--- src/rtl/snn_egress_pkg.sv ---
// Shared definitions for the SNN spike egress packer.
// Holds the stream word layout, the tkeep constant, the buffered
// payload struct and the word-build helpers for spikes and markers.
package snn_egress_pkg;

  localparam int unsigned AXIS_W      = 32;
  localparam int unsigned MARKER_BIT  = 31;
  localparam int unsigned TS_LSB      = 16;
  localparam int unsigned TS_MSB      = 30;
  localparam int unsigned NID_MSB     = 15;
  localparam int unsigned TS_FIELD_W  = TS_MSB - TS_LSB + 1;
  localparam int unsigned LOW_FIELD_W = NID_MSB + 1;

  localparam logic [3:0] TKEEP_ALL = 4'hF;

  // One buffered egress entry: stream word plus its tlast flag.
  typedef struct packed {
    logic              tlast;
    logic [AXIS_W-1:0] tdata;
  } egress_word_t;

  // Spike word: marker bit clear, timestep, zero-extended neuron id.
  function automatic logic [AXIS_W-1:0] build_spike(
    input logic [TS_FIELD_W-1:0]  ts,
    input logic [LOW_FIELD_W-1:0] nid
  );
    logic [AXIS_W-1:0] w;
    w                 = '0;
    w[MARKER_BIT]     = 1'b0;
    w[TS_MSB:TS_LSB]  = ts;
    w[NID_MSB:0]      = nid;
    return w;
  endfunction

  // Marker word: marker bit set, timestep being closed, low payload.
  function automatic logic [AXIS_W-1:0] build_marker(
    input logic [TS_FIELD_W-1:0]  ts,
    input logic [LOW_FIELD_W-1:0] low
  );
    logic [AXIS_W-1:0] w;
    w                 = '0;
    w[MARKER_BIT]     = 1'b1;
    w[TS_MSB:TS_LSB]  = ts;
    w[NID_MSB:0]      = low;
    return w;
  endfunction

endpackage

--- src/rtl/snn_egress_fifo.sv ---
// Synchronous first-word-fall-through FIFO with a registered head.
// Ports:
//   clk, rst_n         clock, asynchronous active-low reset
//   push_i, wdata_i    write request and data (ignored when full, unless popping)
//   pop_i              consume the head entry (ignored when empty)
//   rdata_o, valid_o   registered head entry and its valid flag
//   full_o             no free entry this cycle
//   level_o            registered occupancy, 0..DEPTH
module snn_egress_fifo #(
  parameter int unsigned WIDTH = 33,
  parameter int unsigned DEPTH = 64
) (
  input  logic                     clk,
  input  logic                     rst_n,
  input  logic                     push_i,
  input  logic [WIDTH-1:0]         wdata_i,
  input  logic                     pop_i,
  output logic [WIDTH-1:0]         rdata_o,
  output logic                     valid_o,
  output logic                     full_o,
  output logic [$clog2(DEPTH):0]   level_o
);

  localparam int unsigned PTR_W = $clog2(DEPTH);
  localparam int unsigned LVL_W = PTR_W + 1;

  logic [WIDTH-1:0] mem_q [DEPTH];
  logic [PTR_W-1:0] wr_ptr_q, wr_ptr_d;
  logic [PTR_W-1:0] rd_ptr_q, rd_ptr_d;
  logic [LVL_W-1:0] level_q, level_d;
  logic [WIDTH-1:0] head_q, head_d;
  logic             valid_q, valid_d;
  logic             do_push_c, do_pop_c;

  // Pointer/level update and next head selection.
  always_comb begin
    do_pop_c  = pop_i && (level_q != '0);
    do_push_c = push_i && ((level_q != LVL_W'(DEPTH)) || do_pop_c);
    wr_ptr_d  = wr_ptr_q + PTR_W'(do_push_c);
    rd_ptr_d  = rd_ptr_q + PTR_W'(do_pop_c);
    level_d   = level_q + LVL_W'(do_push_c) - LVL_W'(do_pop_c);
    valid_d   = (level_d != '0);
    // The new head is the incoming word when it lands in the slot the
    // read pointer moves to; otherwise it is already in storage.
    if (do_push_c && (wr_ptr_q == rd_ptr_d)) begin
      head_d = wdata_i;
    end else if (level_d != '0) begin
      head_d = mem_q[rd_ptr_d];
    end else begin
      head_d = head_q;
    end
  end

  // Storage array, no reset needed: entries are only read after a write.
  always_ff @(posedge clk) begin
    if (do_push_c) begin
      mem_q[wr_ptr_q] <= wdata_i;
    end
  end

  // Control and head registers.
  always_ff @(posedge clk or negedge rst_n) begin
    if (!rst_n) begin
      wr_ptr_q <= '0;
      rd_ptr_q <= '0;
      level_q  <= '0;
      head_q   <= '0;
      valid_q  <= 1'b0;
    end else begin
      wr_ptr_q <= wr_ptr_d;
      rd_ptr_q <= rd_ptr_d;
      level_q  <= level_d;
      head_q   <= head_d;
      valid_q  <= valid_d;
    end
  end

  assign rdata_o = head_q;
  assign valid_o = valid_q;
  assign full_o  = (level_q == LVL_W'(DEPTH));
  assign level_o = level_q;

endmodule

--- src/rtl/snn_spike_egress_packer.sv ---
// Multi-channel output-spike collector for the SNN datapath.
// Round-robin arbitrates spikes from NUM_CHANNELS neuron units into one
// FWFT buffer, inserts end-of-timestep marker words (tlast=1), drives an
// AXI4-Stream master and coalesces marker completions into one interrupt.
// Optional build macro: SNN_EGRESS_SPIKE_COUNT_EN puts a saturating
// per-timestep spike count into the marker low 16 bits (0 otherwise).
// Ports:
//   aclk, aresetn                 clock, asynchronous active-low reset
//   enable                        allow new spike/marker accepts
//   ch_valid, ch_nid, ch_ready    per-channel spike handshake (ready is combinational)
//   ts_end_valid, ts_end_ready    end-of-timestep request (ready is combinational)
//   m_axis_*                      stream master, tkeep constant all-ones
//   irq_threshold, irq_clear, irq marker-count interrupt
//   fifo_level, timestep          status
module snn_spike_egress_packer
  import snn_egress_pkg::*;
#(
  parameter int unsigned NUM_CHANNELS      = 8,
  parameter int unsigned NEURON_ID_WIDTH   = 8,
  parameter int unsigned FIFO_DEPTH        = 64,
  parameter int unsigned TS_WIDTH          = 15,
  parameter int unsigned C_AXIS_DATA_WIDTH = 32
) (
  input  logic                                    aclk,
  input  logic                                    aresetn,
  input  logic                                    enable,
  input  logic [NUM_CHANNELS-1:0]                 ch_valid,
  input  logic [NUM_CHANNELS*NEURON_ID_WIDTH-1:0] ch_nid,
  output logic [NUM_CHANNELS-1:0]                 ch_ready,
  input  logic                                    ts_end_valid,
  output logic                                    ts_end_ready,
  output logic [C_AXIS_DATA_WIDTH-1:0]            m_axis_tdata,
  output logic                                    m_axis_tvalid,
  input  logic                                    m_axis_tready,
  output logic                                    m_axis_tlast,
  output logic [3:0]                              m_axis_tkeep,
  input  logic [7:0]                              irq_threshold,
  input  logic                                    irq_clear,
  output logic                                    irq,
  output logic [$clog2(FIFO_DEPTH):0]             fifo_level,
  output logic [TS_WIDTH-1:0]                     timestep
);

  localparam int unsigned RR_W   = (NUM_CHANNELS > 1) ? $clog2(NUM_CHANNELS) : 1;
  localparam int unsigned WORD_W = $bits(egress_word_t);

  logic [RR_W-1:0]            rr_q, rr_d;
  logic                       run_q;
  logic [TS_WIDTH-1:0]        timestep_q, timestep_d;
  logic [7:0]                 marker_cnt_q, marker_cnt_d;
  logic                       irq_q, irq_d;

  logic [RR_W-1:0]            lo_idx_c, hi_idx_c, gidx_c;
  logic                       lo_found_c, hi_found_c, found_c;
  logic [NUM_CHANNELS-1:0]    grant_c;
  logic [NEURON_ID_WIDTH-1:0] sel_nid_c;
  logic                       accept_ok_c;
  logic                       spike_acc_c, marker_acc_c;
  logic [LOW_FIELD_W-1:0]     marker_low_c;
  egress_word_t               push_word_c;

  egress_word_t               head_w;
  logic                       fifo_valid, fifo_full;
  logic                       marker_hs_c;
  logic [7:0]                 irq_thr_c;

  // Round-robin grant: lowest valid channel at or after rr_q, else the
  // lowest valid channel overall (wrap-around).
  always_comb begin
    lo_idx_c   = '0;
    hi_idx_c   = '0;
    lo_found_c = 1'b0;
    hi_found_c = 1'b0;
    for (int c = NUM_CHANNELS - 1; c >= 0; c--) begin
      if (ch_valid[c]) begin
        lo_idx_c   = RR_W'(c);
        lo_found_c = 1'b1;
      end
      if (ch_valid[c] && (RR_W'(c) >= rr_q)) begin
        hi_idx_c   = RR_W'(c);
        hi_found_c = 1'b1;
      end
    end
    found_c = hi_found_c || lo_found_c;
    gidx_c  = hi_found_c ? hi_idx_c : lo_idx_c;
    grant_c   = '0;
    sel_nid_c = '0;
    for (int c = 0; c < NUM_CHANNELS; c++) begin
      grant_c[c] = found_c && (gidx_c == RR_W'(c));
      if (grant_c[c]) begin
        sel_nid_c = ch_nid[c*NEURON_ID_WIDTH +: NEURON_ID_WIDTH];
      end
    end
  end

  // Accept gating; markers wait until no channel has a pending spike.
  always_comb begin
    accept_ok_c  = run_q && enable && !fifo_full;
    ch_ready     = grant_c & {NUM_CHANNELS{accept_ok_c}};
    ts_end_ready = accept_ok_c && (ch_valid == '0);
    spike_acc_c  = found_c && accept_ok_c;
    marker_acc_c = ts_end_valid && ts_end_ready;
  end

`ifdef SNN_EGRESS_SPIKE_COUNT_EN
  logic [15:0] spk_cnt_q, spk_cnt_d;

  // Saturating spike count for the timestep currently open.
  always_comb begin
    spk_cnt_d = spk_cnt_q;
    if (marker_acc_c) begin
      spk_cnt_d = '0;
    end else if (spike_acc_c && (spk_cnt_q != 16'hFFFF)) begin
      spk_cnt_d = spk_cnt_q + 16'd1;
    end
  end

  always_ff @(posedge aclk or negedge aresetn) begin
    if (!aresetn) begin
      spk_cnt_q <= '0;
    end else begin
      spk_cnt_q <= spk_cnt_d;
    end
  end

  assign marker_low_c = LOW_FIELD_W'(spk_cnt_q);
`else
  assign marker_low_c = '0;
`endif

  // Word to enqueue, round-robin pointer and timestep next state.
  always_comb begin
    push_word_c.tlast = marker_acc_c;
    if (marker_acc_c) begin
      push_word_c.tdata = build_marker(TS_FIELD_W'(timestep_q), marker_low_c);
    end else begin
      push_word_c.tdata = build_spike(TS_FIELD_W'(timestep_q), LOW_FIELD_W'(sel_nid_c));
    end
    rr_d = rr_q;
    if (spike_acc_c) begin
      rr_d = (gidx_c == RR_W'(NUM_CHANNELS - 1)) ? '0 : gidx_c + RR_W'(1);
    end
    timestep_d = timestep_q + TS_WIDTH'(marker_acc_c);
  end

  // Marker-completion interrupt; a clear beats a simultaneous handshake
  // but that handshake still counts as the first marker afterwards.
  always_comb begin
    irq_thr_c    = (irq_threshold == 8'd0) ? 8'd1 : irq_threshold;
    marker_hs_c  = fifo_valid && m_axis_tready && head_w.tlast;
    marker_cnt_d = marker_cnt_q;
    if (irq_clear) begin
      marker_cnt_d = marker_hs_c ? 8'd1 : 8'd0;
    end else if (marker_hs_c && (marker_cnt_q != 8'hFF)) begin
      marker_cnt_d = marker_cnt_q + 8'd1;
    end
    irq_d = irq_clear ? 1'b0 : (marker_cnt_d >= irq_thr_c);
  end

  // run_q keeps the handshakes closed while reset is asserted.
  always_ff @(posedge aclk or negedge aresetn) begin
    if (!aresetn) begin
      run_q        <= 1'b0;
      rr_q         <= '0;
      timestep_q   <= '0;
      marker_cnt_q <= '0;
      irq_q        <= 1'b0;
    end else begin
      run_q        <= 1'b1;
      rr_q         <= rr_d;
      timestep_q   <= timestep_d;
      marker_cnt_q <= marker_cnt_d;
      irq_q        <= irq_d;
    end
  end

  snn_egress_fifo #(
    .WIDTH (WORD_W),
    .DEPTH (FIFO_DEPTH)
  ) u_fifo (
    .clk     (aclk),
    .rst_n   (aresetn),
    .push_i  (spike_acc_c || marker_acc_c),
    .wdata_i (push_word_c),
    .pop_i   (m_axis_tready),
    .rdata_o (head_w),
    .valid_o (fifo_valid),
    .full_o  (fifo_full),
    .level_o (fifo_level)
  );

  assign m_axis_tdata  = C_AXIS_DATA_WIDTH'(head_w.tdata);
  assign m_axis_tvalid = fifo_valid;
  assign m_axis_tlast  = head_w.tlast;
  assign m_axis_tkeep  = TKEEP_ALL;
  assign irq           = irq_q;
  assign timestep      = timestep_q;

endmodule
--- config.mk ---
export PLATFORM = sky130hd
export DESIGN_NAME = snn_spike_egress_packer
export DESIGN_NICKNAME = d
export VERILOG_FILES = /design/src/rtl/snn_egress_pkg.sv /design/src/rtl/snn_egress_fifo.sv /design/src/rtl/snn_spike_egress_packer.sv
export SDC_FILE = /design/constraint.sdc
export NUM_CORES = 2
export LEC_CHECK = 0
export CAP_MARGIN = 15
export CORE_AREA = 5 5 383 385
export CTS_CLUSTER_DIAMETER = 30
export CTS_CLUSTER_SIZE = 14
export DETAILED_ROUTE_END_ITERATION = 16
export DIE_AREA = 0 0 388 390
export GPL_TIMING_DRIVEN = 0
export HOLD_SLACK_MARGIN = 0.06
export PLACE_DENSITY = 0.65
export SETUP_SLACK_MARGIN = 0.1
export SKIP_CTS_REPAIR_TIMING = 1
export SYNTH_ARGS = -nofsm -noshare
export SYNTH_HDL_FRONTEND = slang
export SYNTH_SLANG_ARGS = --single-unit
--- constraint.sdc ---
create_clock -name aclk -period 9.5 [get_ports aclk]
set_input_delay 1.9 -clock aclk [delete_from_list [all_inputs] [get_ports aclk]]
set_output_delay 1.9 -clock aclk [all_outputs]
set_load 0.05 [all_outputs]
[Word-level counts from Yosys, hierarchy flattened]
Memory sizes are Yosys's and may differ from the RTL's. A register that Yosys moved wholly into a read port is not among the register bits.
Cells that the tools add are included.
Operators by class
  reductions and logical operators: 38
  add/sub/neg operators: 7
  equality and inequality tests: 11
  $lt $le $gt $ge: 9
  bitwise operators: 1
  mux-type cells: 50
Operators with widths (number)
  8-bit two-way mux: 11
  3-bit two-way mux: 18
  32-bit two-way mux: 1
  1-bit logical AND: 27
  1-bit two-way mux: 20
  8-bit zero test: 2
  15-bit by 1-bit adder with 15-bit output: 1
  7-bit nonzero test: 2
  6-bit by 1-bit adder with 6-bit output: 2
  3-bit equality test (second input constant): 4
  3-bit greater-or-equal comparator (first input constant): 4
  8-bit by 1-bit adder with 8-bit output (second input constant): 1
  8-bit bitwise AND: 1
  8-bit greater-or-equal comparator: 1
  8-bit inequality test (second input constant): 1
  7-bit by 1-bit adder with 7-bit output: 1
  7-bit equality test (second input constant): 1
  7-bit inequality test (second input constant): 1
  7-bit by 1-bit subtractor with 7-bit output: 1
  3-bit by 2-bit equality test with 1-bit output (second input constant): 2
  6-bit equality test: 1
  1-bit by 3-bit greater-or-equal comparator with 1-bit output (first input constant): 2
  2-bit by 3-bit greater-or-equal comparator with 1-bit output (first input constant): 2
  3-bit by 1-bit adder with 3-bit output (second input constant): 1
  5 further kinds: 8
Storage, ports and cells
  input bits: 86
  register bits: 48
  memories: 1
  output and inout port bits: 70
  memory bits (writable): 2112
  word-level logic and storage cells: 126
Memories
  u_fifo.mem_q: words 64, bits a word 33, read ports 1, clocked after memory_dff 1, write ports 1, line snn_egress_fifo.sv:27  | logic [WIDTH-1:0] mem_q [DEPTH];

[Logic depth before layout (Yosys ltp)]
  depth in word-level cells: 22
  mapped depth: 18
  mapped depth without buffers: 17

[Cells and area by module]
A second synthesis with hierarchy kept.
Unflattened totals
  cells, all modules: 4231
  area total of the unflattened synthesis: 86291.5 um^2
Modules (own cells, without submodules)
  snn_egress_fifo: seq. area each 64747.1 um^2, instances 1, area an instance 83670.2 um^2, cells each 3904
  snn_spike_egress_packer: seq. area each 700.7 um^2, instances 1, area an instance 2621.3 um^2, cells each 327

[Worst setup path after synthesis]
No wires, ideal clock.
  kind: input -> output
  from: input port ch_valid[4]
  to: output port ch_ready[1]
  arrival: 4706 ps
  stages: 8
  data required time: 7600 ps
  path slack: 2894 ps
  path buffers: 2
  cell sequence: a2bb2oi_1 a221o_1 o41a_1 inv_1 ha_1 clkbuf_1 clkbuf_1 nor3b_1
On the way
  cells in the longest elaborated chain, start to end: 10
  elaborated cells between the ends (all ways): 26
  classes of those cells: eq/ne: 1; mux: 21; bitwise: 1; reduce/logical: 3
RTL lines
  start, declared: line snn_spike_egress_packer.sv:27  | input logic [NUM_CHANNELS-1:0] ch_valid,
  1-bit logical AND: line snn_spike_egress_packer.sv:79  | if (ch_valid[c] && (RR_W'(c) >= rr_q)) begin
  3-bit two-way mux / 1-bit two-way mux (equally long branches) (5 in a row): line snn_spike_egress_packer.sv:79
  3-bit two-way mux: line snn_spike_egress_packer.sv:85  | gidx_c = hi_found_c ? hi_idx_c : lo_idx_c;
  3-bit by 1-bit equality test with 1-bit output: line snn_spike_egress_packer.sv:89  | grant_c[c] = found_c && (gidx_c == RR_W'(c));
  1-bit logical AND *: line snn_spike_egress_packer.sv:89
  8-bit bitwise AND *: line snn_spike_egress_packer.sv:99  | ch_ready = grant_c & {NUM_CHANNELS{accept_ok_c}};
  end, declared: line snn_spike_egress_packer.sv:29  | output logic [NUM_CHANNELS-1:0] ch_ready,
Every way passes the cells marked *; elsewhere a longest branch is shown, timed or not.

[Final worst setup path]
  from: input port ch_valid[2]
  to: output port ch_ready[1]
On the way
  cells in the longest elaborated chain, start to end: 8
  elaborated cells between the ends (all ways): 18
  classes of those cells: eq/ne: 1; mux: 13; bitwise: 1; reduce/logical: 3
RTL lines (line)
  1-bit logical AND: snn_spike_egress_packer.sv:79
  3-bit two-way mux / 1-bit two-way mux (equally long branches) (3 in a row): snn_spike_egress_packer.sv:79
  3-bit two-way mux: snn_spike_egress_packer.sv:85
  3-bit by 1-bit equality test with 1-bit output: snn_spike_egress_packer.sv:89
  1-bit logical AND *: snn_spike_egress_packer.sv:89
  8-bit bitwise AND *: snn_spike_egress_packer.sv:99
Marked as above.

==> summary.txt <==
Route
  – DRC viols: 0
  – Antenna-violating nets left: 0
  – Wirelength per Cell: 33.5 µm
  – Final WL: 193000 µm
  – DR vias/cell: 6.19
  – Via count: 35700
  – Drt first pass iters: 8
  – Iter 0 DRT Violations: 4919

Critical path
  – Crit Path Category: in2out
  – Largest stage delay, worst path: 0.91 ns
  – Worst-path fanout max: 10
  – Worst setup SP type: primary input
  – Crit path from: ch_valid[2]
  – Reg2reg start: u_fifo.level_o[2]
  – Slowest-stage cell, CP: clkdlybuf4s50_1
  – Buf/Inv on CP: 5
  – R2R depth: 15
  – Critical path depth: 11
  – CP Capture Type: output port
  – Crit Reg-Reg Endpoint: u_fifo.rdata_o[0]
  – Critical-path cell list: clkdlybuf4s50_1 > a21boi_0 > o21ai_0 > nand2_1 > o41a_1 > inv_1 > ha_1 > clkbuf_1 > clkbuf_1 > nor3b_1 > clkdlybuf4s50_1
  – Arrival time of the worst setup path: 5.91 ns
  – Delay-heaviest family, CP: buffers and inverters
  – WP data required: 7.60 ns
  – CP Capture Point: ch_ready[1]
  – R2R Setup Slk: between 3 and 4 ns

Finish
  – Fillers: between 10000 and 15000
  – Commonest non-fill, non-tap cell in the layout: edfxtp_1
  – Area growth, synth to finish: 27.6%
  – Cell area after layout: 81200 µm²
  – # diodes: 0
  – Share of cells above drive strength 1: 33.2%
  – Nets: 3721
  – Multi-input logic area: between 15000 and 20000 µm²
  – Register area: 47900 µm²
  – Final std cells w/o fill: about 5800
  – Final core occ: 56.9%
  – Most frequent cells in the layout: 1536 x edfxtp_1, 451 x mux4_2, 341 x clkbuf_16

GRT
  – First-pass GRT wire length: ~270000 µm
  – Antenna violations before repair: 3
  – Largest net degree at the start of global routing: 65
  – Overall Global Routing Usage: 25.3%
  – GRT overflow: 0
  – Vias in the first global route: 36200

Logic synthesis
  – Post-synth EDFFs: 1536
  – Mapped cell area: around 64000 µm²
  – Syn. warnings: 0
  – Seq/Total Area, Yosys: 75.3%
  – Top_reg_cell synth: edfxtp_1
  – Unique masters post-synth: 71
  – Seq cells post-synth: 1608
  – Mapped Avg Cell Area: roughly 21 µm²
  – Mapped Cells: between 3000 and 4000
  – Ys async rst share: between 4 and 5%

Floorplan
  – Die X: between 300 and 400 µm
  – Chip Height: 390 µm
  – I/O pin cnt: 156
  – Die area: 151000 µm²
  – Num rows: 139
  – Initial core utilization: 44.6%
  – CORE AREA: 143000 µm²

Place
  – Port bufs: 142
  – Setup WS pre-CTS: 1.70 ns
  – DP Wirelength: between 100000 and 150000 µm
  – GP Congestion: 0.901
  – Placed cell area: approximately 70000 µm²
  – Placed cell count: 5173

Timing
  – Final setup margin: 1.69 ns
  – Fin. max-slew vios: 2
  – Final Hold Vio Count: 0
  – Tmin final: just under 8 ns
  – Unrepaired setup endpoints after global routing: false
  – Total negative slack: 0 ns
  – Tightest Pin Transition: 1.51 ns
  – Final setup violation count: 0
  – FMAX: 128 MHz
  – Slew margin rel.: -0.422%
  – Max Clock Skew: between 0.06 and 0.07 ns
  – Period utilisation layout: 82.3%

Clocking
  – CTS tree: yes
  – Clock net sink count: about 1600
  – H-tree Lvls: 5
  – CTS clk-pin slew, worst paths: approximately 0.040 ns
  – Root Buffer: clkbuf_16
  – CTS Buf Count: between 300 and 400
  – Clock tree buffer depth: 4
  – Clock Latency Late Sink: roughly 0.91 ns

Power and ir drop
  – Leakage: 25.8 nW
  – P per Cell Area: 357 nW/µm²
  – Worst IR Drop VDD: between 0.2 and 0.3 mV

Hold path
  – Hold Path Class: reg2reg

Job
  – Max Cap Violations: 0

Outcome
  – Outcome: finished, violations left
  – Violated checks: slew limit
==> kinds of logic (layout without fill, tap and decap cells) <==
kind of cell / count (synthesis) / after routing / synth area share [%]
flops: 1608 / 1608 / 75.3
mux: 468 / 468 / 16.2
simple gates: 435 / 435 / 3.20
buf+inv: 235 / 1057 / 1.86
compound gates: 211 / 211 / 2.22
xor+xnor: 36 / 36 / 0.531
fa+ha+maj: 31 / 31 / 0.621
other cells: 2 / 13 / 0.0118
==> per-stage QoR <==
stage | hold WS (ns) | power, mW
floorplan | 0.472 | 14.2
global placement | 0.503 | 17.2
detailed placement | 0.510 | 17.5
CTS | 0.524 | 29.0
global route | 0.542 | 29.8
finish | 0.516 | 29.0
==> layout make-up <==
| cell class | count | area share, % |
|---|---|---|
| Buffer | 186 | 1.23 |
| Clock buffer | 376 | 10.7 |
| Timing Repair Buffer | 234 | 4.36 |
| Inverter | 49 | 0.227 |
| Tap cell | 1903 | 2.93 |
| Sequential cell | 1608 | 59.1 |
| Multi-Input combinational cell | 1194 | 18.6 |
| Clock inverter | 212 | 2.94 |
==> sequential cells by signal, summed over array words and instances (netlist names) <==
name	count
u_fifo.mem_q	1536
u_fifo.rdata_o	24
timestep	15
marker_cnt_q	8
u_fifo.level_o	7
u_fifo.rd_ptr_q	6
u_fifo.wr_ptr_q	6
rr_q	3
irq	1
run_q	1
u_fifo.valid_o	1
==> Yosys cell counts (all sizes together) (5+ instances only) <==
master	n	area, µm²
edfxtp	1536	46100
mux4	451	10200
nand2	140	526
nor2	123	477
buf	107	652
clkbuf	79	347
dfrtp	72	1800
nand3	52	260
inv	48	180
o21ai	44	220
a21oi	30	150
ha	30	375
o22ai	25	156
a31oi	23	144
and3	23	149
xnor2	21	184
nor3	19	95.1
a211oi	18	135
or3	17	110
and2	15	93.8
nand4	15	93.8
o2111ai	14	123
xor2	14	130
mux2i	9	90.1
mux2	8	90.1
o211ai	8	60.1
a2111oi	6	52.6
nor2b	6	37.5
or4	6	52.6
a22oi	5	37.5
o211a	5	50.1
o21a	5	37.5
o32ai	5	43.8
==> layer usage <==
metal,GRT usage [%],vias to the layer above,routed length (µm)
met5,0,-,0
met4,11.5,0,9950
met3,8.02,559,23600
met2,39.1,2642,88800
met1,33.3,18600,70500
li1,-,13900,-
==> tightest hold or removal path: stages, from the launching register on <==
cell and delay [ns]:
dfrtp_1 0.33, nand3_1 0.06, o211ai_1 0.07
==> power breakdown <==
part           switching [mW]  total, mW  leakage (nW)  internal, mW
Clock                    3.74       11.4          5.34          7.70
Combinational            5.56       8.43          6.52          2.87
Sequential              0.140       9.12          14.0          8.98
==> worst min path at each step <==
stage / start / endpoint / cells after the start
final: u_fifo.rdata_o[6] / u_fifo.rdata_o[6] / 2
after floorplan: u_fifo.rd_ptr_q[0] / u_fifo.rd_ptr_q[0] / 1
after global routing: timestep[10] / u_fifo.mem_q[55][26] / 0
after CTS: timestep[10] / u_fifo.mem_q[55][26] / 0
after detailed placement: timestep[10] / u_fifo.mem_q[52][26] / 0
after global placement: u_fifo.rdata_o[6] / u_fifo.rdata_o[6] / 2
Power figures use the tool's default switching activity.
